--- src/rtl/comp_sched_pkg.sv ---
// Shared types and constants for the comparison-layer scheduler.
package comp_sched_pkg;

  typedef enum logic [1:0] {
    IDLE = 2'd0,
    RUN  = 2'd1,
    GAP  = 2'd2
  } state_e;

  localparam int unsigned VEC_LEN          = 12;
  localparam int unsigned CL_LOAD_CYCLES   = 5;
  localparam int unsigned DATA_LEN_DEFAULT = 8;

endpackage

--- src/rtl/comp_sched_rr_arbiter.sv ---
// Combinational round-robin search: first set req strictly after ptr_i, wrapping.
module rr_arbiter #(
  parameter int unsigned N    = 4,
  parameter int unsigned ID_W = 2
) (
  input  logic [N-1:0]    req_i,
  input  logic [ID_W-1:0] ptr_i,
  output logic [N-1:0]    gnt_o,
  output logic [ID_W-1:0] idx_o,
  output logic            any_o
);

  int unsigned pos;

  always_comb begin
    gnt_o = '0;
    idx_o = '0;
    any_o = 1'b0;
    pos   = 0;
    for (int unsigned i = 1; i <= N; i++) begin
      pos = (32'(ptr_i) + i) % N;
      if (!any_o && ((req_i >> pos) & N'(1)) != '0) begin
        any_o = 1'b1;
        gnt_o = N'(1) << pos;
        idx_o = ID_W'(pos);
      end
    end
  end

endmodule

--- src/rtl/comp_sched.sv ---
// Round-robin sharing of one 12-class compare layer between NUM_REQ streams.
// Optional RUN timeout abort enabled by defining COMP_SCHED_TIMEOUT_EN.
module comp_sched
  import comp_sched_pkg::*;
#(
  parameter int unsigned NUM_REQ  = 4,
  parameter int unsigned ID_W     = 2,
  parameter int unsigned DATA_LEN = DATA_LEN_DEFAULT,
  parameter int unsigned TIMEOUT  = 15
) (
  input  logic                             clk,
  input  logic                             rst_n,
  input  logic [NUM_REQ-1:0]               req,
  input  logic [NUM_REQ*VEC_LEN*DATA_LEN-1:0] req_d1,
  input  logic [NUM_REQ*VEC_LEN*DATA_LEN-1:0] req_d2,
  output logic [NUM_REQ-1:0]               gnt,
  output logic                             done,
  output logic [3:0]                       result,
  output logic [ID_W-1:0]                  result_id,
  output logic                             err,
  output logic                             cl_load,
  output logic [VEC_LEN*DATA_LEN-1:0]      cl_d1,
  output logic [VEC_LEN*DATA_LEN-1:0]      cl_d2,
  input  logic                             cl_valid,
  input  logic [3:0]                       cl_q
);

  localparam int unsigned VEC_W = VEC_LEN * DATA_LEN;

  state_e           state_q, state_d;
  logic [ID_W-1:0]  ptr_q, ptr_d;
  logic [ID_W-1:0]  id_q, id_d;
  logic             cl_load_q, cl_load_d;
  logic             done_q, done_d;
  logic             err_d;
  logic [3:0]       result_q, result_d;
  logic [ID_W-1:0]  result_id_q, result_id_d;
  logic [VEC_W-1:0] cl_d1_q, cl_d1_d;
  logic [VEC_W-1:0] cl_d2_q, cl_d2_d;
  logic             timeout_hit;

  logic [NUM_REQ-1:0] arb_gnt;
  logic [ID_W-1:0]    arb_idx;
  logic               arb_any;
  logic [NUM_REQ-1:0] gnt_c;
  logic [VEC_W-1:0]   sel_d1, sel_d2;

  rr_arbiter #(
    .N    (NUM_REQ),
    .ID_W (ID_W)
  ) u_arb (
    .req_i (req),
    .ptr_i (ptr_q),
    .gnt_o (arb_gnt),
    .idx_o (arb_idx),
    .any_o (arb_any)
  );

  always_comb begin
    sel_d1 = '0;
    sel_d2 = '0;
    for (int unsigned i = 0; i < NUM_REQ; i++) begin
      if (arb_gnt[i]) begin
        sel_d1 = req_d1[i*VEC_W +: VEC_W];
        sel_d2 = req_d2[i*VEC_W +: VEC_W];
      end
    end
  end

`ifdef COMP_SCHED_TIMEOUT_EN
  localparam int unsigned TW = $clog2(TIMEOUT + 1);
  logic [TW-1:0] tcnt_q;
  logic          err_q;

  // Counter is zero in the first RUN cycle; the TIMEOUT-th RUN cycle aborts.
  always_ff @(posedge clk or negedge rst_n) begin
    if (!rst_n) begin
      tcnt_q <= '0;
      err_q  <= 1'b0;
    end else begin
      tcnt_q <= (state_q == RUN) ? tcnt_q + TW'(1) : '0;
      err_q  <= err_d;
    end
  end

  assign timeout_hit = (tcnt_q == TW'(TIMEOUT - 1));
  assign err         = err_q;
`else
  assign timeout_hit = 1'b0;
  assign err         = 1'b0;
`endif

  always_comb begin
    state_d     = state_q;
    ptr_d       = ptr_q;
    id_d        = id_q;
    cl_load_d   = cl_load_q;
    done_d      = 1'b0;
    err_d       = 1'b0;
    result_d    = result_q;
    result_id_d = result_id_q;
    cl_d1_d     = cl_d1_q;
    cl_d2_d     = cl_d2_q;
    gnt_c       = '0;
    unique case (state_q)
      IDLE: begin
        if (arb_any) begin
          gnt_c     = arb_gnt;
          cl_d1_d   = sel_d1;
          cl_d2_d   = sel_d2;
          ptr_d     = arb_idx;
          id_d      = arb_idx;
          cl_load_d = 1'b1;
          state_d   = RUN;
        end
      end
      RUN: begin
        if (cl_valid) begin
          result_d    = cl_q;
          result_id_d = id_q;
          done_d      = 1'b1;
          cl_load_d   = 1'b0;
          state_d     = GAP;
        end else if (timeout_hit) begin
          err_d     = 1'b1;
          cl_load_d = 1'b0;
          state_d   = GAP;
        end
      end
      GAP: state_d = IDLE;
      default: state_d = IDLE;
    endcase
  end

  always_ff @(posedge clk or negedge rst_n) begin
    if (!rst_n) begin
      state_q     <= IDLE;
      ptr_q       <= ID_W'(NUM_REQ - 1);
      id_q        <= '0;
      cl_load_q   <= 1'b0;
      done_q      <= 1'b0;
      result_q    <= '0;
      result_id_q <= '0;
      cl_d1_q     <= '0;
      cl_d2_q     <= '0;
    end else begin
      state_q     <= state_d;
      ptr_q       <= ptr_d;
      id_q        <= id_d;
      cl_load_q   <= cl_load_d;
      done_q      <= done_d;
      result_q    <= result_d;
      result_id_q <= result_id_d;
      cl_d1_q     <= cl_d1_d;
      cl_d2_q     <= cl_d2_d;
    end
  end

  // Grant is combinational from req, so it is masked while reset is held.
  assign gnt       = rst_n ? gnt_c : '0;
  assign done      = done_q;
  assign result    = result_q;
  assign result_id = result_id_q;
  assign cl_load   = cl_load_q;
  assign cl_d1     = cl_d1_q;
  assign cl_d2     = cl_d2_q;

endmodule

--- config.mk ---
export PLATFORM = sky130hd
export DESIGN_NAME = comp_sched
export DESIGN_NICKNAME = d
export VERILOG_FILES = /design/src/rtl/comp_sched_pkg.sv /design/src/rtl/comp_sched_rr_arbiter.sv /design/src/rtl/comp_sched.sv
export SDC_FILE = /design/constraint.sdc
export NUM_CORES = 1
export LEC_CHECK = 0
export CORE_AREA = 2 2 382 384
export DETAILED_ROUTE_END_ITERATION = 12
export DIE_AREA = 0 0 384 386
export SETUP_SLACK_MARGIN = 0.5
export SLEW_MARGIN = 40
export SYNTH_ARGS = -nofsm -noshare
export SYNTH_HDL_FRONTEND = slang
export SYNTH_HIERARCHICAL = 1
export SYNTH_SLANG_ARGS = --single-unit
--- constraint.sdc ---
create_clock -name clk -period 4.84 [get_ports clk]
set_input_delay 0.726 -clock clk [delete_from_list [all_inputs] [get_ports clk]]
set_output_delay 0.726 -clock clk [all_outputs]
set_load 0.01 [all_outputs]
==> results.yml <==
grt:
  grt_pass1_wl_um: 146000
  antenna_found_initial: 63
  track_usage_pct: 13.9
  grt_max_degree: 119
  overflow: 0
  grt_pass1_vias: 18152
yosys:
  synth_edf_count: 0
  yosysUniqueCellTypes: 37
  synthFlopType: "dfrtp_1"
  yosysTopAreaCellShare_pct: 32.4
  synthArstFlopShare_pct: 100
  syn_nets: 2639
  synth_cells: 1852
  yosysTopAreaCell: "dfrtp_1"
  yosys_register_bits: 206
  ys_warn_count: 6
  synth_area_per_cell_um2: 8.51
  yosysSeqAreaShare_pct: 32.7
  synth.top_cells.by_area: "dfrtp_1 (32%), a221oi_2 (12%), o22a_1 (11%)"
  syn_area_um2: 15800
critical_path:
  crit_path_start_kind: "flip-flop"
  path_max_fanout: 7
  worst_ep_arrival_time_ns: 3.54
  critPathRequiredTime_ns: 4.11
  crit_path_end_kind: "primary output"
  path_class: "reg2out"
layout:
  drive_above_1_share_pct: 9.99
  area_growth_pct: 83.4
  nets: 3517
  stdcell_area_um2: 28900
  final_util_pct: 20.0
cts:
  tritoncts: "done"
  clk_latency_ns: 0.63
  htree_levels: 1
  cts_buffers: 30
  root_buffer: "clkbuf_16"
  cts_sinks: 206
  clk_path_buf_depth: 3
  clk_pin_slew_worst_paths_ns: 0.06
  cts_hold_buf: 0
routing:
  vias: 18684
  drt-total-wl_um: 111000
  final_antenna_net_count: 0
  post_drt_wl_per_cell_um: 23.6
  vias_per_cell: 3.99
  drc: 0
  initialDrtViolationCount: 1278
  first_pass_iters: 5
power_and_ir_drop:
  p_seq_share_pct: 12.9
  p_comb_share_pct: 77.4
  clockPowerShare_pct: 9.6
  ir_drop_uv: 703
  switching_share_pct: 50.8
  p_leak_nw: 10.8
  design_power_total_w: 0.0255
  power_density_nw_per_um2: 882
  switching_power_w: 0.0129
  p_int_w: 0.0126
job:
  cap_violations: 0
timing:
  worst-slew-pin-transition_ns: 0.715
  max-slew-margin-rel_pct: 52.3
  rsz0062_at_grt: "false"
  clock_skew_ns: 0.0184
  setup_tns_ns: 0
  fin_crit_ns: 4.27
  slew_viol_final: 0
  hold_viol: 0
  finalSetupViolCount: 0
  max_freq_ghz: 0.234
  fin_crit_sh_pct: 88.2
floorplanning:
  row_count: 140
  start_util_pct: 10.9
  core_region_area_um2: 145000
  die_x_um: 384
  fp.dieArea_um2: 148000
  io_pins: 984
  die_y_um: 386
place:
  place_area_um2: 27700
  hpwlAfterDp_um: 88300
  globalplace.congestion: 0.958
  io_buffers: 982
worst_hold_path:
  hold_path_class: "in2async"
run_status:
  outcome: "finished clean"
-- synthesized netlist by cell type, types with 5 or more instances --
library cell and instances:
o21ai_0 6, buf_6 13, a221oi_1 62, o22a_1 192, nor2b_1 6, mux2_2 7
dfrtp_1 204, a211oi_1 5, clkbuf_2 6, buf_2 135, a21oi_1 194, buf_4 17
inv_1 197, nand3b_1 193, clkbuf_1 24, nand2_1 407, o22ai_1 8, a221oi_2 130
nand2b_1 5, ha_1 8
-- cell families after synthesis --
group | share of synthesized area (%)
mux | 1.33
fa+ha+maj | 0.635
other cells | 0.0238
compound gates | 33.8
simple gates | 19.9
flops | 32.7
buf+inv | 11.6
-- cell type report --
| class | instances | area, um2 |
|---|---|---|
| sequential | 206 | 5160 |
| antenna | 16 | 40.0 |
| timing repair buffer | 1045 | 10600 |
| clock inverter | 15 | 190 |
| clock buffer | 41 | 853 |
| tap | 1917 | 2400 |
| inverter | 197 | 743 |
| fill | 16070 | 116000 |
| multi-input combinational | 1250 | 8870 |
-- power by group through the flow --
stage / registers, W / logic, W / clock network [W]
2_1_floorplan: 0.00359 / 0.0123 / 0
3_3_place_gp: 0.00329 / 0.0194 / 0
3_5_place_dp: 0.00331 / 0.0196 / 0
4_1_cts: 0.00328 / 0.0198 / 0.00255
5_1_grt: 0.00339 / 0.0213 / 0.00259
6_report: 0.00329 / 0.0197 / 0.00246
-- what timing repair did --
action | in CTS | in global routing
endpoints found under the setup margin | 4 | 2
hold endpoints to repair | 0 | 0
resized for setup | 16 | 3
pin swaps | 4 | 1
setup buffers | 9 | 2
-- per-stage QoR --
step,hold slack (ns),setup WS (ns),cells
global route,0.0416,0.474,4682
CTS,0.0396,0.500,4669
floorplan,0.430,1.15,1852
global placement,0.462,0.368,4604
finish,0.0226,0.570,4687
detailed placement,0.469,0.287,4604
-- worst max-delay path, stage by stage, from the launching register on --
cell             delay, ns
dfstp_2               0.54
inv_1                 0.12
ha_4                  0.35
mux4_2                0.40
nor4b_4               0.31
buf_4                 0.19
nand2_2               0.08
o21ai_4               0.09
and3_4                0.27
clkdlybuf4s50_1       0.55
-- sequential cells by signal, summed over array words and instances (netlist names), 2 cells and up --
signal     flops
cl_d1         96
cl_d2         96
id_q           2
ptr_q          2
result         4
result_id      2
state_q        2
-- final timing paths --
check | startpoint | endpoint | slack, ns | cells past startpoint
min in group clk | cl_load | cl_load | 0.48 | 2
worst min register to register | cl_load | cl_load | 0.48 | 2
worst max register to register | ptr_q[1] | cl_d2[70] | 0.96 | 13
worst max-delay path | ptr_q[1] | gnt[2] | 0.57 | 9
worst min-delay path | rst_n | cl_d1[55] | 0.02 | 1
max in group asynchronous | rst_n | cl_d2[42] | 3.64 | 2
-- placed cells by master, fill, tap and decap left out, types with 26 or more instances in the layout --
| cell type | synthesis | routed |
|---|---|---|
| nand3b_1 | 193 | 193 |
| a221oi_2 | 130 | 130 |
| o22a_1 | 192 | 192 |
| inv_1 | 197 | 196 |
| clkbuf_16 | 0 | 31 |
| nand2_1 | 407 | 405 |
| clkdlybuf4s50_1 | 0 | 978 |
| a21oi_1 | 194 | 194 |
| buf_12 | 0 | 26 |
| a221oi_1 | 62 | 62 |
| dfrtp_1 | 204 | 204 |
| buf_4 | 17 | 35 |
-- layer usage --
metal	part of all wire, %	wire length (um)	GRT usage, %
met4	2.6	2930	4.55
met1	43	47500	18.5
met3	10	11600	5.05
met2	44	48400	20.5
met5	0.17	184	0
(Power assumes the default switching activity.)
